===== config.mk =====
export PLATFORM = sky130hd
export DESIGN_NAME = sync_debounce_edge
export DESIGN_NICKNAME = d
export VERILOG_FILES = /design/src/rtl/day3_pkg.sv /design/src/rtl/sync_chain.sv /design/src/rtl/sync_debounce_edge.sv
export SDC_FILE = /design/constraint.sdc
export NUM_CORES = 1
export LEC_CHECK = 0
export BUFFER_PORTS_ARGS = -buffer_cell sky130_fd_sc_hd__clkbuf_2
export CORE_AREA = 2 2 39 41
export CTS_BUF_LIST = sky130_fd_sc_hd__clkbuf_4
export CTS_CLUSTER_DIAMETER = 80
export CTS_CLUSTER_SIZE = 28
export DETAILED_ROUTE_END_ITERATION = 8
export DIE_AREA = 0 0 41 43
export PLACE_DENSITY_LB_ADDON = 0.05
export SLEW_MARGIN = 15
export SYNTH_ARGS = -nofsm -noshare
export SYNTH_HDL_FRONTEND = slang
export SYNTH_SLANG_ARGS = --single-unit

===== constraint.sdc =====
create_clock -name clk -period 1.35 [get_ports clk]
set_input_delay 0.135 -clock clk [delete_from_list [all_inputs] [get_ports clk]]
set_output_delay 0.135 -clock clk [all_outputs]
set_load 0.005 [all_outputs]

===== src/rtl/day3_pkg.sv =====
// Purpose: shared state encoding and widths for the debounce/edge block.
// Latency: n/a (types and constants only).
// Backpressure: n/a; the block has no handshake.
`timescale 1ns/1ps
package day3_pkg;

  typedef enum logic [1:0] {
    IDLE_LOW  = 2'd0,
    WAIT_HIGH = 2'd1,
    IDLE_HIGH = 2'd2,
    WAIT_LOW  = 2'd3
  } db_state_t;

  localparam int EDGE_CNT_W = 8;

endpackage


===== src/rtl/sync_chain.sv =====
// Purpose: N-flop synchronizer that brings a raw level into the clk domain.
// Latency: N rising edges from d_i to q_o.
// Backpressure: none; samples every edge.
`timescale 1ns/1ps
module sync_chain #(
  parameter int N = 2
) (
  input  logic clk,
  input  logic reset,
  input  logic d_i,
  output logic q_o
);

  logic [N-1:0] stages;

  // Shift the raw input through the flop chain; stage 0 is the metastable-prone one.
  always_ff @(posedge clk or posedge reset) begin
    if (reset) begin
      stages <= '0;
    end else begin
      stages <= {stages[N-2:0], d_i};
    end
  end

  assign q_o = stages[N-1];

endmodule


===== src/rtl/sync_debounce_edge.sv =====
// Purpose: synchronize + debounce a raw bit; clean level, rise/fall pulses, busy flag.
// Latency: level/pulse update on edge SYNC_STAGES+DEBOUNCE_CYCLES after d_i changes.
// Backpressure: none; optional rise counter under SYNC_DEBOUNCE_EDGE_EDGE_COUNT_EN.
`timescale 1ns/1ps
module sync_debounce_edge
  import day3_pkg::*;
#(
  parameter int SYNC_STAGES     = 2,
  parameter int DEBOUNCE_CYCLES = 4
) (
  input  logic clk,
  input  logic reset,
  input  logic d_i,
  output logic level_o,
  output logic rise_o,
  output logic fall_o,
  output logic busy_o
`ifdef SYNC_DEBOUNCE_EDGE_EDGE_COUNT_EN
  ,
  output logic [EDGE_CNT_W-1:0] rise_cnt_o
`endif
);

  localparam int              CNT_W    = $clog2(DEBOUNCE_CYCLES) + 1;
  localparam logic [CNT_W-1:0] CNT_LAST = CNT_W'(DEBOUNCE_CYCLES - 1);
  localparam logic [CNT_W-1:0] CNT_ONE  = CNT_W'(1);

  logic             s;
  db_state_t        state_q, state_n;
  logic [CNT_W-1:0] cnt_q, cnt_n;
  logic             level_q, level_n;
  logic             rise_q, rise_n;
  logic             fall_q, fall_n;
  logic             busy_q, busy_n;

  sync_chain #(
    .N(SYNC_STAGES)
  ) u_sync (
    .clk  (clk),
    .reset(reset),
    .d_i  (d_i),
    .q_o  (s)
  );

  // State, counter and all outputs are registered together.
  always_ff @(posedge clk or posedge reset) begin
    if (reset) begin
      state_q <= IDLE_LOW;
      cnt_q   <= '0;
      level_q <= 1'b0;
      rise_q  <= 1'b0;
      fall_q  <= 1'b0;
      busy_q  <= 1'b0;
    end else begin
      state_q <= state_n;
      cnt_q   <= cnt_n;
      level_q <= level_n;
      rise_q  <= rise_n;
      fall_q  <= fall_n;
      busy_q  <= busy_n;
    end
  end

  // Qualification: a new level is accepted after DEBOUNCE_CYCLES identical samples;
  // any opposite sample during a wait drops back to the current stable level.
  always_comb begin
    state_n = state_q;
    cnt_n   = cnt_q;
    level_n = level_q;
    rise_n  = 1'b0;
    fall_n  = 1'b0;
    case (state_q)
      IDLE_LOW: begin
        if (s) begin
          state_n = WAIT_HIGH;
          cnt_n   = CNT_ONE;
        end else begin
          cnt_n = '0;
        end
      end
      WAIT_HIGH: begin
        if (!s) begin
          state_n = IDLE_LOW;
          cnt_n   = '0;
        end else if (cnt_q == CNT_LAST) begin
          state_n = IDLE_HIGH;
          cnt_n   = '0;
          level_n = 1'b1;
          rise_n  = 1'b1;
        end else begin
          cnt_n = cnt_q + CNT_ONE;
        end
      end
      IDLE_HIGH: begin
        if (!s) begin
          state_n = WAIT_LOW;
          cnt_n   = CNT_ONE;
        end else begin
          cnt_n = '0;
        end
      end
      WAIT_LOW: begin
        if (s) begin
          state_n = IDLE_HIGH;
          cnt_n   = '0;
        end else if (cnt_q == CNT_LAST) begin
          state_n = IDLE_LOW;
          cnt_n   = '0;
          level_n = 1'b0;
          fall_n  = 1'b1;
        end else begin
          cnt_n = cnt_q + CNT_ONE;
        end
      end
      default: begin
        state_n = IDLE_LOW;
        cnt_n   = '0;
        level_n = 1'b0;
      end
    endcase
    busy_n = (state_n == WAIT_HIGH) || (state_n == WAIT_LOW);
  end

  assign level_o = level_q;
  assign rise_o  = rise_q;
  assign fall_o  = fall_q;
  assign busy_o  = busy_q;

`ifdef SYNC_DEBOUNCE_EDGE_EDGE_COUNT_EN
  logic [EDGE_CNT_W-1:0] rise_cnt_q;

  // Count accepted rising edges; wraps naturally at the counter width.
  always_ff @(posedge clk or posedge reset) begin
    if (reset) begin
      rise_cnt_q <= '0;
    end else if (rise_q) begin
      rise_cnt_q <= rise_cnt_q + 1'b1;
    end
  end

  assign rise_cnt_o = rise_cnt_q;
`else
  // Without the counter the block exposes only level, pulses and busy.
`endif

endmodule


== After elaboration in Yosys (flattened, before gate mapping) ==
Index checks and enable logic that the tools add are counted.

* Div/mod/pow operators: 0
* Multipliers: 0
* Reductions and logical operators: 4
* Mux-type cells: 23
* Order comparisons: 0
* Equality and inequality tests: 10
* Shifts and indexed selects: 0
* $add $sub $neg: 1
* Bitwise operators: 0

{| class="wikitable"
|+ Operators by type and width
! cell !! count
|-
| 2-bit 2-to-1 mux || 6
|-
| 3-bit case mux with 4 select lines || 1
|-
| 1-bit 2-to-1 mux || 11
|-
| 3-bit 2-to-1 mux || 3
|-
| 2-bit case mux with 4 select lines || 1
|-
| 2-bit == test, second input constant || 3
|-
| 2-bit inequality test, second input constant || 3
|-
| 5-bit AND reduction || 1
|-
| 2-bit by 1-bit == test with 1-bit output, second input constant || 2
|-
| 3-bit by 1-bit adder with 3-bit output, second input constant || 1
|-
| 3-bit by 2-bit == test with 1-bit output, second input constant || 1
|-
| 2-bit logical NOT || 1
|-
| 2-bit by 1-bit inequality test with 1-bit output, second input constant || 1
|-
| 1-bit case mux with 2 select lines || 1
|-
| 2-bit nonzero test || 1
|-
| 1-bit logical OR || 1
|}

* Input bits: 3
* Bits in writable memories: 0
* Output and inout bits: 4
* Memory bits (read-only): 0
* Logic and storage cells: 45
* Memories: 0
* Register bits after elaboration: 11
* Bits in latches: 0

== Depth between registers and ports, before layout ==
* Depth after elaboration: 6
* Mapped depth: 4

== Hierarchy ==
From an unflattened synthesis, not the netlist that was laid out.

* Cells, all modules: 31
* Area total of the unflattened synthesis: 420.4 um2

{| class="wikitable"
|+ By module, submodules not included
! module !! sequential area each (um2) !! area an instance (um2) !! cells an instance !! instances
|-
| sync_debounce_edge || 225.2 || 366.6 || 28 || 1
|-
| sync_chain || 50.0 || 53.8 || 3 || 1
|}

== Least setup slack after synthesis ==
OpenSTA, ideal clock, no wires.

* Kind: register to register
* Start point: register cnt_q[0]
* End point: register state_q[1]
* Slack: 0.183 ns
* Cell stages (with the launch flop): 4
* Data arrival time: 1.039 ns
* Required time: 1.222 ns
* Cells stage by stage: dfrtp_1 -> ha_1 -> nand3b_1 -> mux2_1

* Word-level cells in the longest chain between the ends: 4
* Elaborated cells on any way between the ends: 6

{| class="wikitable"
|+ RTL lines
! what !! line !! source
|-
| from (decl) || sync_debounce_edge.sv:30 || <nowiki>logic [CNT_W-1:0] cnt_q, cnt_n;</nowiki>
|-
| from (signal assigned) || sync_debounce_edge.sv:56 || <nowiki>cnt_q <= cnt_n;</nowiki>
|-
| 3-bit by 2-bit == test with 1-bit output * || sync_debounce_edge.sv:85, sync_debounce_edge.sv:106 ||
|-
| 2-bit 2-to-1 mux (on tied branches) || sync_debounce_edge.sv:106, sync_debounce_edge.sv:85 ||
|-
| 2-bit 2-to-1 mux (on tied branches) || sync_debounce_edge.sv:103, sync_debounce_edge.sv:82 ||
|-
| 2-bit case mux with 4 select lines * || sync_debounce_edge.sv:72 || <nowiki>case (state_q)</nowiki>
|-
| named net state_n[1] || sync_debounce_edge.sv:29 || <nowiki>db_state_t state_q, state_n;</nowiki>
|-
| to (signal assigned) || sync_debounce_edge.sv:55 || <nowiki>state_q <= state_n;</nowiki>
|-
| to (decl) || sync_debounce_edge.sv:29 ||
|}

Mark *: on every way through the listed nets, which the timed path passes. The rest lies on a longest branch.
A chain may end at the register's enable or synchronous reset.

== Final worst setup path ==
Same ends and word-level chain as after synthesis.

==> implementation parameters <==
Parameter                              Value

Power
  Switch share ... between 20% and 30%
  Power dissipated by switching net loads ... around 0.25 mW
  Internal power summed over all cells ... 0.653 mW
  Areal power density over the cells ... between 1500 and 2000 nW/µm²
  Logic pwr share ... 21.0%
  Seq pwr share ... approximately half
  Highest ir drop seen on vdd ... between 600 and 700 µV
  Relative contribution of the clock network to total power ... between 20% and 30%
  Leakage dissipation ... roughly 0.24 nW

Timing
  Max-slew violation total from the final report ... 0
  Setup total negative slack ... 0 ns
  Worst hold slack ... approximately 0.36 ns
  Final critical-path required period ... ~1.3 ns
  Setup-violating endpoint count in the final report ... 0
  Clk_skew ... roughly 0.0033 ns
  Slew HR ... about 73%
  Final-report hold violation count ... 0
  Top achievable clock speed ... between 700 and 800 MHz
  Unrepaired setup endpoints after global routing ... false
  Transition time of the tightest slew-check pin ... 0.398 ns
  Final Cycle Share ... 95.1%

Routing
  Number of nets with antenna violations after routing ... 0
  Number of vias per cell after detailed routing ... approximately 4.5
  Detailed-route via count ... 259
  Routed Wire Length ... about 630 µm
  Drt wl/cell ... roughly 11 µm
  Detailed Route Iter0 Violations ... 12
  DRC violation count after routing ... 0
  Count of TritonRoute iterations in the first routing pass ... 4

Clock tree
  Number of levels in the clock H-tree ... 1
  Number of clock buffers inserted by TritonCTS ... 3
  Clock tree from TritonCTS ... done
  Max Buffers Root-to-Sink ... 2
  Clock transition at path regs ... around 0.070 ns
  Number of resized instances in the post-cts repair step ... 0
  Root buffer cell ... sky130_fd_sc_hd__clkbuf_4
  Sink Count ... 11
  Insertion delay to the later sink of the worst-skew pair ... 0.27 ns

Die
  Standard cell core area ... around 1400 µm²
  Y dimension of the die ... between 40 and 50 µm
  Num ports ... 7
  Number of core rows ... 14
  Starting Density ... between 20% and 30%
  Total Die Area ... between 1500 and 2000 µm²
  Horiz. Die Dim ... just over 40 µm

Worst setup path
  Critical path class ... register to register
  Worst EP arrival ... roughly 1.4 ns
  Dominant delay contributor by cell family on the critical path ... flip-flops
  Buffers plus inverters on the worst setup path ... 0
  Max stage delay cell, worst path ... sky130_fd_sc_hd__dfrtp_1
  Setup crit end kind ... register
  Reg2Reg Setup Slack ... roughly 0.066 ns
  Element type at the critical path start ... register
  Data required time at the worst endpoint ... around 1.5 ns
  Crit-path max FO ... 6
  Critical-path cell list ... ha_1 > nand3b_1 > mux2_1
  Critical path's largest stage delay ... slightly below 0.4 ns

Final layout
  Layout cells sized above 1 ... roughly a third
  Total area of multi-input combinational cells ... 124 µm²
  Post-layout net count ... between 40 and 50
  Post-route standard cell area excluding fillers ... between 500 and 600 µm²
  Fill cell instance count of the final layout ... roughly 140
  Antenna diode count ... 0
  Relative area change from synthesis to final layout ... 24.8%
  Area taken by flip-flops and latches ... roughly 280 µm²

Placement
  Placer Congestion ... 0.683
  PortBufs ... 6
  Cell area after placement ... 453 µm²

Global route
  Total grt overflow ... 0
  Global-route wire length before repair ... between 900 and 1000 µm
  Number of antenna violations at the first check in global routing ... 0
  Combined global-route utilization of all metal layers ... under 10%
  Largest net degree at the start of global routing ... 12
  Vias in the first global route ... 236

Worst hold path
  Worst min-delay path category ... register to register

Synthesis
  Yosys synthesis warning count ... 0
  Yosys cell types ... 12
  Count of state elements after synthesis ... 11
  Sequential-to-total area share from yosys stat ... 68.3%
  Number of instances in the synthesized netlist ... 29
  Post-synthesis cell area ... between 400 and 500 µm²
  Post-synthesis average cell area ... about 14 µm²
  Nets in the synthesized netlist ... 33

Run
  Maxcap violations ... 0

Run status
  Outcome ... complete, no violations
## power groups by stage
stage | Clock, mW | Sequential [mW] | Combinational (mW)
5_1_grt | 0.277 | 0.474 | 0.215
3_5_place_dp | 0 | 0.472 | 0.189
2_1_floorplan | 0 | 0.459 | 0.137
4_1_cts | 0.255 | 0.465 | 0.195
6_report | 0.248 | 0.465 | 0.189
3_3_place_gp | 0 | 0.469 | 0.183
## final timing paths
kind	startpoint	end	depth (start not counted)
max	cnt_q[0]$_DFF_PP0_	state_q[1]$_DFF_PP0_	3
min	u_sync.stages[0]$_DFF_PP0_	u_sync.stages[1]$_DFF_PP0_	0
max reg2reg	cnt_q[0]$_DFF_PP0_	state_q[1]$_DFF_PP0_	3
min reg2reg	u_sync.stages[0]$_DFF_PP0_	u_sync.stages[1]$_DFF_PP0_	0
max in group asynchronous	reset	rise_o$_DFF_PP0_	3
min in group asynchronous	reset	u_sync.stages[0]$_DFF_PP0_	3
## per-layer routing
metal | part of all wire, % | vias up | wire [µm] | global-route usage, %
met4 | 4.0 | 0 | 25 | 10.0
met1 | 43 | 125 | 269 | 9.90
met3 | 4.3 | 3 | 27 | 4.71
met5 | 0 | - | 0 | 0
li1 | - | 123 | - | -
met2 | 49 | 8 | 308 | 11.9
## cell usage after synthesis
master | number | area share (%)
sky130_fd_sc_hd__mux2_1 | 1 | 2.8
sky130_fd_sc_hd__ha_1 | 1 | 3.1
sky130_fd_sc_hd__and2_2 | 3 | 5.6
sky130_fd_sc_hd__xor2_1 | 1 | 2.2
sky130_fd_sc_hd__nor2b_1 | 1 | 1.6
sky130_fd_sc_hd__a31oi_1 | 1 | 1.6
sky130_fd_sc_hd__o21ai_0 | 3 | 3.7
sky130_fd_sc_hd__nand2_1 | 1 | 0.93
sky130_fd_sc_hd__inv_1 | 1 | 0.93
sky130_fd_sc_hd__dfrtp_1 | 11 | 68
sky130_fd_sc_hd__nor3b_1 | 4 | 7.5
sky130_fd_sc_hd__nand3b_1 | 1 | 1.9
## flip-flops by register name, indices dropped and copies added, names as in the netlist
| register | count |
|---|---|
| busy_o | 1 |
| rise_o | 1 |
| fall_o | 1 |
| level_o | 1 |
| cnt_q | 3 |
| state_q | 2 |
| u_sync.stages | 2 |
## worst reg2reg max path: stages, from the launching register on
cell	delay (ns)
sky130_fd_sc_hd__dfrtp_1	0.39
sky130_fd_sc_hd__ha_1	0.23
sky130_fd_sc_hd__nand3b_1	0.21
sky130_fd_sc_hd__mux2_1	0.35
## area by class of cell
| type | count | share of cell area, % |
|---|---|---|
| Timing Repair Buffer | 8 | 9.95 |
| Multi-Input combinational cell | 17 | 24.6 |
| Sequential cell | 11 | 54.7 |
| Tap cell | 16 | 3.98 |
| Clock buffer | 4 | 5.97 |
| Inverter | 1 | 0.746 |
## what timing repair did
| action | CTS | global route |
|---|---|---|
| buffers inserted | 0 | 0 |
| hold buffers | 2 | 0 |
| endpoints found under the hold margin | 12 | 0 |
## through the flow
| stage | power (mW) | instances | util, % | setup WS (ns) |
|---|---|---|---|---|
| 6_report | 0.902 | 57 | 36.3 | 0.0658 |
| 5_1_grt | 0.967 | 57 | 36.3 | 0.0298 |
| 3_3_place_gp | 0.651 | 51 | 32.7 | 0.115 |
| 4_1_cts | 0.915 | 57 | 36.3 | 0.0626 |
| 2_1_floorplan | 0.597 | 29 | - | 0.183 |
| 3_5_place_dp | 0.661 | 51 | 32.7 | 0.0796 |
## cell families after synthesis
| group | count (synthesis) | synth area share, % |
|---|---|---|
| flip-flops | 11 | 68.3 |
| AND/OR/NAND/NOR | 10 | 17.4 |
| AO/OA/AOI/OAI | 4 | 5.28 |
| XOR/XNOR | 1 | 2.17 |
| buffers and inverters | 1 | 0.931 |
| multiplexers | 1 | 2.79 |
| adder cells (fa/ha/maj) | 1 | 3.11 |
## cells in the final DEF (no fill, tap or decap), drive strengths merged
cell type / synthesis / layout
a31oi: 1 / 1
and2: 3 / 3
clkbuf: 0 / 10
dfrtp: 11 / 11
dlygate4sd3: 0 / 2
ha: 1 / 1
inv: 1 / 1
mux2: 1 / 1
nand2: 1 / 1
nand3b: 1 / 1
nor2b: 1 / 1
nor3b: 4 / 4
o21ai: 3 / 3
xor2: 1 / 1
No activity file was read; power rests on OpenSTA's default activity.
